===== src/rtl/fetch_pc_unit.sv =====
// Instruction-fetch stage: owns the PC, fetches over a req/ack handshake with a bounded wait,
// holds the fetched word until retire, then forms the sequential, branch or jump successor.
module fetch_pc_unit #(
    parameter logic [31:0] RESET_PC = 32'h0000_0000,
    parameter int          MAX_WAIT = 16,
    parameter int          CNT_W    = 32
) (
    input  logic             clk,
    input  logic             reset,
    output logic             imem_req,
    output logic [31:0]      imem_addr,
    input  logic             imem_ack,
    input  logic [31:0]      imem_rdata,
    output logic [31:0]      instr,
    output logic             instr_valid,
    input  logic             retire,
    input  logic             PCSrc,
    input  logic             Jump,
    output logic [31:0]      pc,
    output logic [31:0]      pc_plus4,
    output logic             fetch_err,
    output logic [CNT_W-1:0] retired_cnt
);

    localparam int WAIT_W = $clog2(MAX_WAIT + 1);

    typedef enum logic [1:0] {
        ST_IDLE  = 2'd0,
        ST_FETCH = 2'd1,
        ST_EXEC  = 2'd2,
        ST_HALT  = 2'd3
    } state_t;

    state_t             state_r,       state_nxt_s;
    logic [31:0]        pc_r,          pc_nxt_s;
    logic               imem_req_r,    imem_req_nxt_s;
    logic [31:0]        instr_r,       instr_nxt_s;
    logic               instr_valid_r, instr_valid_nxt_s;
    logic               fetch_err_r,   fetch_err_nxt_s;
    logic [CNT_W-1:0]   retired_cnt_r, retired_cnt_nxt_s;
    logic [WAIT_W-1:0]  wait_cnt_r,    wait_cnt_nxt_s;

    logic [31:0]        pc_plus4_s;
    logic [31:0]        jump_target_s;
    logic [31:0]        branch_target_s;
    logic [WAIT_W-1:0]  wait_inc_s;

    assign pc_plus4_s      = pc_r + 32'd4;
    assign jump_target_s   = {pc_plus4_s[31:28], instr_r[25:0], 2'b00};
    assign branch_target_s = pc_plus4_s + {{14{instr_r[15]}}, instr_r[15:0], 2'b00};
    assign wait_inc_s      = wait_cnt_r + WAIT_W'(1);

    // Next-state and next-register logic for the fetch sequencer
    always_comb begin
        state_nxt_s       = state_r;
        pc_nxt_s          = pc_r;
        imem_req_nxt_s    = imem_req_r;
        instr_nxt_s       = instr_r;
        instr_valid_nxt_s = instr_valid_r;
        fetch_err_nxt_s   = fetch_err_r;
        retired_cnt_nxt_s = retired_cnt_r;
        wait_cnt_nxt_s    = wait_cnt_r;

        case (state_r)
            ST_IDLE: begin
                state_nxt_s    = ST_FETCH;
                imem_req_nxt_s = 1'b1;
            end
            ST_FETCH: begin
                // An ack arriving on the timeout cycle still completes the fetch
                if (imem_ack) begin
                    instr_nxt_s       = imem_rdata;
                    instr_valid_nxt_s = 1'b1;
                    imem_req_nxt_s    = 1'b0;
                    wait_cnt_nxt_s    = {WAIT_W{1'b0}};
                    state_nxt_s       = ST_EXEC;
                end else if (wait_inc_s == WAIT_W'(MAX_WAIT)) begin
                    imem_req_nxt_s    = 1'b0;
                    fetch_err_nxt_s   = 1'b1;
                    wait_cnt_nxt_s    = wait_inc_s;
                    state_nxt_s       = ST_HALT;
                end else begin
                    wait_cnt_nxt_s    = wait_inc_s;
                end
            end
            ST_EXEC: begin
                if (retire) begin
                    if (Jump) begin
                        pc_nxt_s = jump_target_s;
                    end else if (PCSrc) begin
                        pc_nxt_s = branch_target_s;
                    end else begin
                        pc_nxt_s = pc_plus4_s;
                    end
                    instr_valid_nxt_s = 1'b0;
                    retired_cnt_nxt_s = retired_cnt_r + CNT_W'(1);
                    imem_req_nxt_s    = 1'b1;
                    state_nxt_s       = ST_FETCH;
                end else begin
                    state_nxt_s       = ST_EXEC;
                end
            end
            ST_HALT: begin
                imem_req_nxt_s    = 1'b0;
                instr_valid_nxt_s = 1'b0;
            end
            default: begin
                state_nxt_s       = ST_IDLE;
                imem_req_nxt_s    = 1'b0;
                instr_valid_nxt_s = 1'b0;
            end
        endcase
    end

    // State and output registers with synchronous reset
    always_ff @(posedge clk) begin
        if (reset) begin
            state_r       <= ST_IDLE;
            pc_r          <= RESET_PC;
            imem_req_r    <= 1'b0;
            instr_r       <= 32'h0000_0000;
            instr_valid_r <= 1'b0;
            fetch_err_r   <= 1'b0;
            retired_cnt_r <= {CNT_W{1'b0}};
            wait_cnt_r    <= {WAIT_W{1'b0}};
        end else begin
            state_r       <= state_nxt_s;
            pc_r          <= pc_nxt_s;
            imem_req_r    <= imem_req_nxt_s;
            instr_r       <= instr_nxt_s;
            instr_valid_r <= instr_valid_nxt_s;
            fetch_err_r   <= fetch_err_nxt_s;
            retired_cnt_r <= retired_cnt_nxt_s;
            wait_cnt_r    <= wait_cnt_nxt_s;
        end
    end

    assign imem_req    = imem_req_r;
    assign imem_addr   = pc_r;
    assign instr       = instr_r;
    assign instr_valid = instr_valid_r;
    assign pc          = pc_r;
    assign pc_plus4    = pc_plus4_s;
    assign fetch_err   = fetch_err_r;
    assign retired_cnt = retired_cnt_r;

endmodule


===== config.mk =====
export PLATFORM = sky130hd
export DESIGN_NAME = fetch_pc_unit
export DESIGN_NICKNAME = d
export VERILOG_FILES = /design/src/rtl/fetch_pc_unit.sv
export SDC_FILE = /design/constraint.sdc
export NUM_CORES = 1
export LEC_CHECK = 0
export BUFFER_PORTS_ARGS = -buffer_cell sky130_fd_sc_hd__buf_2
export CORE_MARGIN = 2
export CORE_UTILIZATION = 30
export DETAILED_ROUTE_END_ITERATION = 12
export GPL_ROUTABILITY_DRIVEN = 0
export SKIP_LAST_GASP = 1
export SLEW_MARGIN = 40
export SYNTH_ARGS = -nofsm -noshare
export SYNTH_HDL_FRONTEND = slang
export SYNTH_SLANG_ARGS = --single-unit

===== constraint.sdc =====
create_clock -name clk -period 7.2 [get_ports clk]
set_input_delay 0.72 -clock clk [delete_from_list [all_inputs] [get_ports clk]]
set_output_delay 0.72 -clock clk [all_outputs]
set_load 0.005 [all_outputs]

==> results.cfg <==
[hold_path]
hp-class = reg -> reg

[global_routing]
grt_max_degree = 63
grt_pass1_wl_um = 34700
track_usage_pct = 18.3
grt_overflow = 0
antenna_found_initial = 1
grt_pass1_vias = 6088

[clock_network]
clkLatencyLatePin_ns = 0.37
htreeDepth = 3
cts_tree = built
cts_setup_buffers = 0
clkSlewWorstSetupHoldPaths_ns = 0.09
root_buffer = clkbuf_16
cts_buffers = 9
clkSinkCount = 104
cts-resized-gates = 0
ctsLongestPathBuffers = 2
cts_hold_buffers = 0

[route]
drtIter0Drc = 459
wirelength_um = 22400
vias = 6721
vias_per_cell = 5.07
drtAntennaViolNets = 0
dr.pass1.iters = 5
drc = 0
wl_per_cell_um = 16.9

[critical_path]
path_max_fanout = 8
regToRegEndpoint = imem_addr[31]
worstPathArrival_ns = 5.00
r2r_start = imem_addr[7]
cp.required_ns = 7.43
start_kind = flip-flop
rrSetupSlack_ns = 2.43
crit_chain = and4_1 > nand4_1 > nor3_1 > nand2_1 > xnor2_1 > ha_1 > and3_2 > a221o_1 > a221o_1 > or3_4 > o2111ai_2 > a21oi_1 > o32a_1 > nor2_1 > a21oi_1
cp-startpoint = imem_addr[7]
r2r_cells = 15
setup.worst_path.end = imem_addr[31]
worst_path_largest_cell_delay_ns = 0.66
crit_slowest_cell = nor3_1
path_class = reg -> reg
endpoint_kind = flip-flop

[floorplan]
dieArea_um2 = 24100
die_w_um = 155
start_util_pct = 30.4
fp.dieH_um = 155
rows = 55
pin_count = 201
core-area_um2 = 22600

[power_and_ir_drop]
peakVddDrop_mv = 0.104
leakagePower_nw = 3.90
cellPowerDensity_nw_per_um2 = 180
power_mw = 1.47

[placed_design]
io_buffers = 194
dp_hpwl_um = 16600

[timing]
fmax_ghz = 0.210
grt_setup_unrepaired = false
fin_crit_ns = 4.77
tightest_slew_ns = 0.810
fin_worst_skew_ns = 0.0140
hold_viol = 0
tns_ns = 0
report.final.slew_viol_count = 0
relSlewSlack_pct = 45.6
setup_violations = 0
finalCritPeriodShare_pct = 66.3

[finish]
layout.nets = 1116
multiInputGateArea_um2 = 4320
area_growth_pct = 19.0
register_area_um2 = 2080
drive_gt1_share_pct = 22.4
n_fill_cell = 2394

[synth]
synth.top_cell.area_share_pct = 30.3
ys_types = 67
yosysWarnings = 0
yosysTopAreaCell = dfxtp_1
ys_seq_elements = 104
synth_edf_count = 0
synth-seq-area-share_pct = 30.3
synth_top_flop_cell = dfxtp_1
syn_avg_cell_area_um2 = 7.68
synth_area_leaders = dfxtp_1 (30%), ha_1 (7.7%), nand2_1 (7.1%)
async_reset_ff_share_pct = 0
postSynthCellCount = 894
syn-cell-area_um2 = 6870

[flow_run]
max_cap_violations = 0

[run_status]
status = completed
## cells in the mapped netlist, drive strengths merged (6+ instances only)
library cell and number:
nand3 37, ha 42, xnor2 48, a21oi 87
buf 40, xor2 28, o21ai 40, and2 7
nand2b 7, o21bai 7, inv 18, nor2 91
a211oi 12, and3 27, dfxtp 104, a21o 22
clkbuf 36, nand4 14, nor3 12, o21a 6
o211ai 9, nand2 129, mux2i 7, or3 8
## logic make-up (layout without fill, tap and decap cells)
family	Yosys count	count (layout)	share of synthesized area (%)
adders and majority gates	43	43	7.94
and+or+nand+nor	344	344	22.9
muxes	9	9	1.35
buffers and inverters	95	236	7.18
other	1	7	0.0546
AOI/OAI and AO/OA	222	222	20.5
DFF	104	104	30.3
xor gates and xnor gates	76	76	9.80
## registers in the layout, indices dropped and copies added, names as in the netlist
register,count
imem_addr,30
retired_cnt,32
fetch_err,1
instr_valid,1
wait_cnt_r,5
imem_req,1
instr,32
state_r,2
## critical path: cells and delay by family, from the launching register on
kind | cells | cell delay (ns)
AND/OR/NAND/NOR | 7 | 2.07
flip-flops | 1 | 0.46
XOR/XNOR | 1 | 0.27
adder cells (fa/ha/maj) | 1 | 0.33
AO/OA/AOI/OAI | 6 | 1.49
## layout make-up
| type | instances | share of cell area (%) |
|---|---|---|
| clock buffer | 9 | 2.76 |
| clock inverter | 7 | 1.12 |
| timing repair buffer | 201 | 12.6 |
| inverter | 19 | 0.873 |
| tap | 285 | 4.36 |
| antenna | 1 | 0.0306 |
| sequential | 104 | 25.5 |
| multi-input combinational | 700 | 52.8 |
## how the worst min path moves through the flow
stage,slack [ns],end,startpoint,cells past startpoint
after floorplan,0.45,instr[26],instr[26],2
after global placement,0.44,instr[29],instr[29],2
after detailed placement,0.45,instr[30],instr[30],2
after CTS,0.46,instr[26],instr[26],2
after global routing,0.47,instr[26],instr[26],2
final,0.46,instr[26],instr[26],2
## layout by cell type (no fill, tap or decap), types with 27 or more instances in the layout
cell type | netlist | final
nand2_1 | 129 | 129
dfxtp_1 | 104 | 104
nor2_1 | 91 | 89
xor2_1 | 28 | 28
nand3_1 | 37 | 37
a21oi_1 | 86 | 86
o21ai_0 | 27 | 27
xnor2_1 | 47 | 47
ha_1 | 42 | 42
buf_2 | 1 | 193
## where the power goes
part / switching, mW / internal (mW) / leakage [nW]
Clock: 0.279 / 0.253 / 0.154
Combinational: 0.181 / 0.112 / 2.91
Sequential: 0.0366 / 0.607 / 0.841
Total: 0.496 / 0.972 / 3.90
## through the flow
step                      std cells  area (um2)  hold WS, ns  setup WS, ns  utilization [%]
after floorplan                 899        6890        0.453          3.17                -
after global placement         1309        7850        0.442          2.62             34.8
after detailed placement       1309        7850        0.448          2.45             34.8
after CTS                      1325        8170        0.461          2.45             36.2
after global routing           1326        8170        0.475          2.09             36.2
final                          1326        8170        0.456          2.43             36.2
## per-layer routing
metal / global-route usage (%) / wire, um / part of all wire, % / vias to the layer above
li1: - / - / - / 3377
met1: 25.1 / 10300 / 46 / 3086
met2: 29.2 / 10100 / 45 / 231
met3: 3.65 / 1510 / 6.8 / 27
met4: 5.20 / 444 / 2.0 / 0
met5: 0 / 0 / 0 / -
Note: power is estimated with default switching activity, not from simulation.
